--- config.mk ---
export PLATFORM = sky130hd
export DESIGN_NAME = triangle_culler
export DESIGN_NICKNAME = d
export VERILOG_FILES = /design/src/rtl/tri_pipe_pkg.sv /design/src/rtl/signed_mul_reg.sv /design/src/rtl/triangle_culler.sv
export SDC_FILE = /design/constraint.sdc
export NUM_CORES = 2
export LEC_CHECK = 0
export CAP_MARGIN = 10
export CORE_MARGIN = 5
export CORE_UTILIZATION = 55
export CTS_CLUSTER_DIAMETER = 100
export DETAILED_ROUTE_END_ITERATION = 8
export PLACE_DENSITY_LB_ADDON = 0.08
export SLEW_MARGIN = 20
export SYNTH_ARGS = -nofsm -noshare
export SYNTH_HDL_FRONTEND = slang
export SYNTH_HIERARCHICAL = 1
export SYNTH_SLANG_ARGS = --single-unit
--- constraint.sdc ---
create_clock -name clk -period 11.3 [get_ports clk]
set_input_delay 1.695 -clock clk [delete_from_list [all_inputs] [get_ports clk]]
set_output_delay 1.695 -clock clk [all_outputs]
set_load 0.05 [all_outputs]
--- src/rtl/tri_pipe_pkg.sv ---
// Shared triangle-pipe definitions: coordinate/difference/product widths,
// culler state encoding, and small sign-extension helpers.
package tri_pipe_pkg;

    localparam int unsigned COORD_W = 32;
    localparam int unsigned POS_W   = 2 * COORD_W;
    localparam int unsigned DIFF_W  = COORD_W + 1;
    localparam int unsigned PROD_W  = 2 * DIFF_W;
    localparam int unsigned AREA_W  = PROD_W + 1;

    localparam logic [2:0] ST_IDLE   = 3'd0;
    localparam logic [2:0] ST_SUB    = 3'd1;
    localparam logic [2:0] ST_MUL0   = 3'd2;
    localparam logic [2:0] ST_MUL1   = 3'd3;
    localparam logic [2:0] ST_DECIDE = 3'd4;

    typedef enum logic [2:0] {
        CS_IDLE   = ST_IDLE,
        CS_SUB    = ST_SUB,
        CS_MUL0   = ST_MUL0,
        CS_MUL1   = ST_MUL1,
        CS_DECIDE = ST_DECIDE
    } cull_state_t;

    // a - b on sign-extended operands, so the result never wraps
    function automatic logic signed [DIFF_W-1:0] coord_diff(
        input logic [COORD_W-1:0] a,
        input logic [COORD_W-1:0] b
    );
        return {a[COORD_W-1], a} - {b[COORD_W-1], b};
    endfunction

    // widen a product by one sign bit for the area subtraction
    function automatic logic signed [AREA_W-1:0] sext_prod(
        input logic [PROD_W-1:0] p
    );
        return {p[PROD_W-1], p};
    endfunction

endpackage

--- src/rtl/signed_mul_reg.sv ---
// Signed DIFF_W x DIFF_W multiplier with a registered full-width product.
module signed_mul_reg
    import tri_pipe_pkg::*;
(
    input  logic                     clk,
    input  logic                     resetn,
    input  logic                     en,
    input  logic signed [DIFF_W-1:0] a,
    input  logic signed [DIFF_W-1:0] b,
    output logic signed [PROD_W-1:0] p
);

    // product register, refreshed every enabled cycle
    always_ff @(posedge clk or negedge resetn) begin
        if (!resetn) begin
            p <= '0;
        end else if (en) begin
            p <= PROD_W'(a) * PROD_W'(b);
        end
    end

endmodule

--- src/rtl/triangle_culler.sv ---
// Triangle culler: doubled signed area via one shared multiplier, then
// degenerate / back-face rejection. Optional statistics counters are built
// when TRI_CULL_STATS_EN is defined.
module triangle_culler
    import tri_pipe_pkg::*;
(
    input  logic                     clk,
    input  logic                     resetn,
    input  logic                     en,
    input  logic                     start,
    input  logic [POS_W-1:0]         Pa,
    input  logic [POS_W-1:0]         Pb,
    input  logic [POS_W-1:0]         Pc,
    input  logic                     cull_backface_en,
    input  logic                     ccw_is_front,
    output logic                     busy,
    output logic                     done,
    output logic                     cull,
    output logic                     front,
    output logic                     start_raster,
`ifdef TRI_CULL_STATS_EN
    output logic [31:0]              cull_count,
    output logic [31:0]              pass_count,
`endif
    output logic signed [AREA_W-1:0] area
);

    cull_state_t state_q, state_d;

    logic [POS_W-1:0]         pa_q, pb_q, pc_q;
    logic                     bf_q, ccw_q;
    logic signed [DIFF_W-1:0] dxb_q, dyb_q, dxc_q, dyc_q;
    logic signed [PROD_W-1:0] p0_q;
    logic signed [PROD_W-1:0] mul_p;
    logic signed [DIFF_W-1:0] mul_a_c, mul_b_c;
    logic signed [AREA_W-1:0] area_c;
    logic                     front_c, cull_c;

    // state register
    always_ff @(posedge clk or negedge resetn) begin
        if (!resetn) begin
            state_q <= CS_IDLE;
        end else begin
            state_q <= state_d;
        end
    end

    // next-state logic; every transition is gated by the clock enable
    always_comb begin
        state_d = state_q;
        if (en) begin
            case (state_q)
                CS_IDLE:   if (start) state_d = CS_SUB;
                CS_SUB:    state_d = CS_MUL0;
                CS_MUL0:   state_d = CS_MUL1;
                CS_MUL1:   state_d = CS_DECIDE;
                CS_DECIDE: state_d = CS_IDLE;
                default:   state_d = CS_IDLE;
            endcase
        end
    end

    // multiplier operand select: dxc*dyb in MUL1, dxb*dyc otherwise
    always_comb begin
        mul_a_c = dxb_q;
        mul_b_c = dyc_q;
        if (state_q == CS_MUL1) begin
            mul_a_c = dxc_q;
            mul_b_c = dyb_q;
        end
    end

    signed_mul_reg u_mul (
        .clk    (clk),
        .resetn (resetn),
        .en     (en),
        .a      (mul_a_c),
        .b      (mul_b_c),
        .p      (mul_p)
    );

    // verdict from p0 (saved) and p1 (multiplier output while in DECIDE)
    always_comb begin
        area_c  = sext_prod(p0_q) - sext_prod(mul_p);
        front_c = (area_c > 0) ~^ ccw_q;
        cull_c  = (area_c == '0) | (bf_q & ~front_c);
    end

    // input latch, differences, product hold and registered outputs
    always_ff @(posedge clk or negedge resetn) begin
        if (!resetn) begin
            pa_q         <= '0;
            pb_q         <= '0;
            pc_q         <= '0;
            bf_q         <= 1'b0;
            ccw_q        <= 1'b0;
            dxb_q        <= '0;
            dyb_q        <= '0;
            dxc_q        <= '0;
            dyc_q        <= '0;
            p0_q         <= '0;
            busy         <= 1'b0;
            done         <= 1'b0;
            cull         <= 1'b0;
            front        <= 1'b0;
            start_raster <= 1'b0;
            area         <= '0;
        end else if (en) begin
            done         <= 1'b0;
            start_raster <= 1'b0;
            case (state_q)
                CS_IDLE: begin
                    if (start) begin
                        pa_q  <= Pa;
                        pb_q  <= Pb;
                        pc_q  <= Pc;
                        bf_q  <= cull_backface_en;
                        ccw_q <= ccw_is_front;
                        busy  <= 1'b1;
                    end
                end
                CS_SUB: begin
                    dxb_q <= coord_diff(pb_q[POS_W-1:COORD_W], pa_q[POS_W-1:COORD_W]);
                    dyb_q <= coord_diff(pb_q[COORD_W-1:0],     pa_q[COORD_W-1:0]);
                    dxc_q <= coord_diff(pc_q[POS_W-1:COORD_W], pa_q[POS_W-1:COORD_W]);
                    dyc_q <= coord_diff(pc_q[COORD_W-1:0],     pa_q[COORD_W-1:0]);
                end
                CS_MUL1: begin
                    p0_q <= mul_p;
                end
                CS_DECIDE: begin
                    area         <= area_c;
                    front        <= front_c;
                    cull         <= cull_c;
                    done         <= 1'b1;
                    start_raster <= ~cull_c;
                    busy         <= 1'b0;
                end
                default: ;
            endcase
        end
    end

`ifdef TRI_CULL_STATS_EN
    // one counter per verdict, wrapping modulo 2^32
    always_ff @(posedge clk or negedge resetn) begin
        if (!resetn) begin
            cull_count <= '0;
            pass_count <= '0;
        end else if (en && state_q == CS_DECIDE) begin
            if (cull_c) begin
                cull_count <= cull_count + 32'd1;
            end else begin
                pass_count <= pass_count + 32'd1;
            end
        end
    end
`endif

endmodule

==> out/qor.yml <==
synthesis:
  synthMuxAreaShare: 0.05326
  synth_xor_area_frac: 0.02780
  synthArstFlopShare: 1.000
  synth_top_area_frac: 0.3307
  synth_seq_cells: 533
  syn_inst: 7327
  synth_top_family_by_area: "adder cells"
  synthAdderAreaFrac: 0.4045
  ys.flop_type: "dfrtp_1"
  yosys.area_share.simple: 0.1392
  netlist_area_sq_um: 69630
  synth_area_leaders: "fa_1 33%, dfrtp_1 19%, ha_1 7.4%, inv_1 7.1%, mux2_2 5.2%"
  synth_edf_count: 0
  synth_top_cell_by_area: "fa_1"
  yosys_warnings: 6
  synth_fp_nets: 9086
  seq_area_frac_synth: 0.1916
  avgSynthCellArea_sq_um: 9.503
  synth_cell_types: 101
  synth_compound_area_frac: 0.09301
cts:
  clk_pin_slew_ns: 0.06
  clock-sinks: 533
  cts_max_path_buffers: 3
  post_cts_resized: 0
  cts_tree: "built"
  cts_buffers: 61
  cts_setup_buffers: 0
  postCtsHoldBufs: 0
  ctsRootBufferMaster: "clkbuf_16"
  clk_latency_ns: 0.69
  htree_num_levels: 2
finish:
  drive_gt1_frac: 0.06956
  nets: 9101
  finalNonFillerCells: 9041
  layout_commonest_cell: "inv_1"
  layout_common_cells: "1309 x inv_1, 1150 x fa_1, 942 x nand2_1, 569 x and2_1, 533 x dfrtp_1"
  area_growth_pct: 8.299
worst_setup_path:
  startpoint: "state_q[0]$_DFFE_PN0P_"
  cp-end-kind: "register"
  crit_arrival_ns: 10.74
  crit_path_top_delay_cell: "mux2_2"
  startpoint_type: "register"
  crit_top_cell: "fa_1"
  cp.required_ns: 11.84
  r2r_slack_ns: 1.09
  worstReg2RegStart: "state_q[0]$_DFFE_PN0P_"
  critPathMaxFanout: 36
  worstSetupPathType: "reg2reg"
  slowest_delay_ns: 0.91
global_routing:
  first_global_vias: 53250
  grt_pass1_wl_um: 296400
  grt.total_usage: 0.2769
  grt_max_degree: 151
  overflow: 0
  antenna_found_initial: 3
job:
  cap_viol_max_count: 0
hold_path:
  hold_path.class: "reg2reg"
  hold_start: "dyc_q[5]$_DFFE_PN0P_"
timing:
  finalHoldViolCount: 0
  period_share: 0.9034
  period_minus_slack_ns: 10.21
  skew_ns: 0.05982
  rsz0062_at_grt: "false"
  setup_tns_ns: 0
  max_freq_ghz: 0.09796
  tightest_slew_ns: 1.057
  maxSlewHeadroom: 0.2903
  setup_viol: 0
  final-max-slew-violation-count: 0
route:
  dr.pass1.iters: 5
  drt_wl_total_um: 184200
  ant_nets: 0
  detail_route.vias_per_cell: 5.556
  drt_iter0_markers: 3523
  wl_per_cell_um: 20.37
  drc: 0
  vias: 50230
place:
  placed_cells: 8929
  globalplace.congestion: 0.9147
  numPortBuffers: 269
  dp_hpwl_um: 142400
floorplanning:
  start_util: 0.5538
  die_w_um: 365.8
  coreArea_sq_um: 125700
  die_h_um: 365.8
  rows: 130
  die_area_sq_um: 133800
  ios: 270
outcome:
  status: "finished clean"
-- per-stage QoR --
stage	utilization	setup slack, ns	hold WS [ns]	area, sq um
2_1_floorplan	-	2.687	0.4331	69630
3_3_place_gp	0.5828	1.350	0.4441	73280
3_5_place_dp	0.5828	1.085	0.4510	73280
4_1_cts	0.5997	1.071	0.4673	75400
5_1_grt	0.5997	0.4123	0.4801	75400
6_report	0.5997	1.091	0.4626	75400
-- kinds of logic (layout without fill, tap and decap cells) --
logic type,count (synthesis),in the layout
AND/OR/NAND/NOR,1992,1992
AO/OA/AOI/OAI,1037,1037
XOR/XNOR,221,221
other,0,2
flip-flops,533,533
buffers and inverters,1653,1715
adder cells (fa/ha/maj),1561,1561
multiplexers,330,330
-- synth_stat cells, types with 38 or more instances --
| cell type | number |
|---|---|
| and2_1 | 569 |
| xnor2_1 | 129 |
| nand2_1 | 944 |
| nor2_1 | 183 |
| o21ai_0 | 356 |
| mux2_2 | 324 |
| nand2b_1 | 38 |
| a21oi_1 | 254 |
| o21bai_1 | 38 |
| o31ai_1 | 41 |
| nand4_1 | 45 |
| fa_1 | 1150 |
| dfrtp_1 | 533 |
| xor2_1 | 92 |
| o21a_1 | 42 |
| clkbuf_1 | 319 |
| inv_1 | 1309 |
| nand3_1 | 50 |
| a21o_1 | 98 |
| ha_1 | 411 |
-- routing by layer --
layer | wire length, um | track usage
met2 | 80540 | 0.4243
met3 | 14730 | 0.05449
met4 | 5065 | 0.07463
met5 | 0 | 0
met1 | 83870 | 0.4056
-- path summary, 6_finish.rpt --
kind / endpoint / cells past startpoint
setup / recovery: u_mul/p[48]$_DFFE_PN0P_ / 27
min in group asynchronous: pa_q[32]$_DFFE_PN0P_ / 1
hold reg to reg: dyc_q[5]$_DFFE_PN0P_ / 2
setup reg to reg: u_mul/p[48]$_DFFE_PN0P_ / 27
max in group asynchronous: dyb_q[20]$_DFFE_PN0P_ / 3
hold / removal: dyc_q[5]$_DFFE_PN0P_ / 2
-- cell type report --
class,instances,area [sq um]
Clock inverter,28,387.9
Antenna cell,2,5.005
Clock buffer,82,1735
Inverter,1309,4913
Timing Repair Buffer,296,2923
Fill cell,11040,50330
Sequential cell,533,13340
Tap cell,1650,2064
Multi-Input combinational cell,5141,50040
-- flip-flops by register name (all words and copies together), names as in the netlist, 33 cells and up --
| signal | cells |
|---|---|
| pc_q | 64 |
| pa_q | 64 |
| dxb_q | 33 |
| dxc_q | 33 |
| u_mul/p | 66 |
| dyc_q | 33 |
| p0_q | 66 |
| pb_q | 64 |
| area | 67 |
| dyb_q | 33 |
-- critical path: cells and delay by family (launching register included) --
family,cells,cell delay [ns]
buffers and inverters,5,0.69
flip-flops,1,0.38
multiplexers,2,1.17
XOR/XNOR,1,0.10
AO/OA/AOI/OAI,7,1.96
AND/OR/NAND/NOR,3,1.10
adder cells (fa/ha/maj),9,4.60
Power is left out: the tool's default activity adds up to more than one toggle a clock period on the data nets, which glitch-free logic cannot reach.
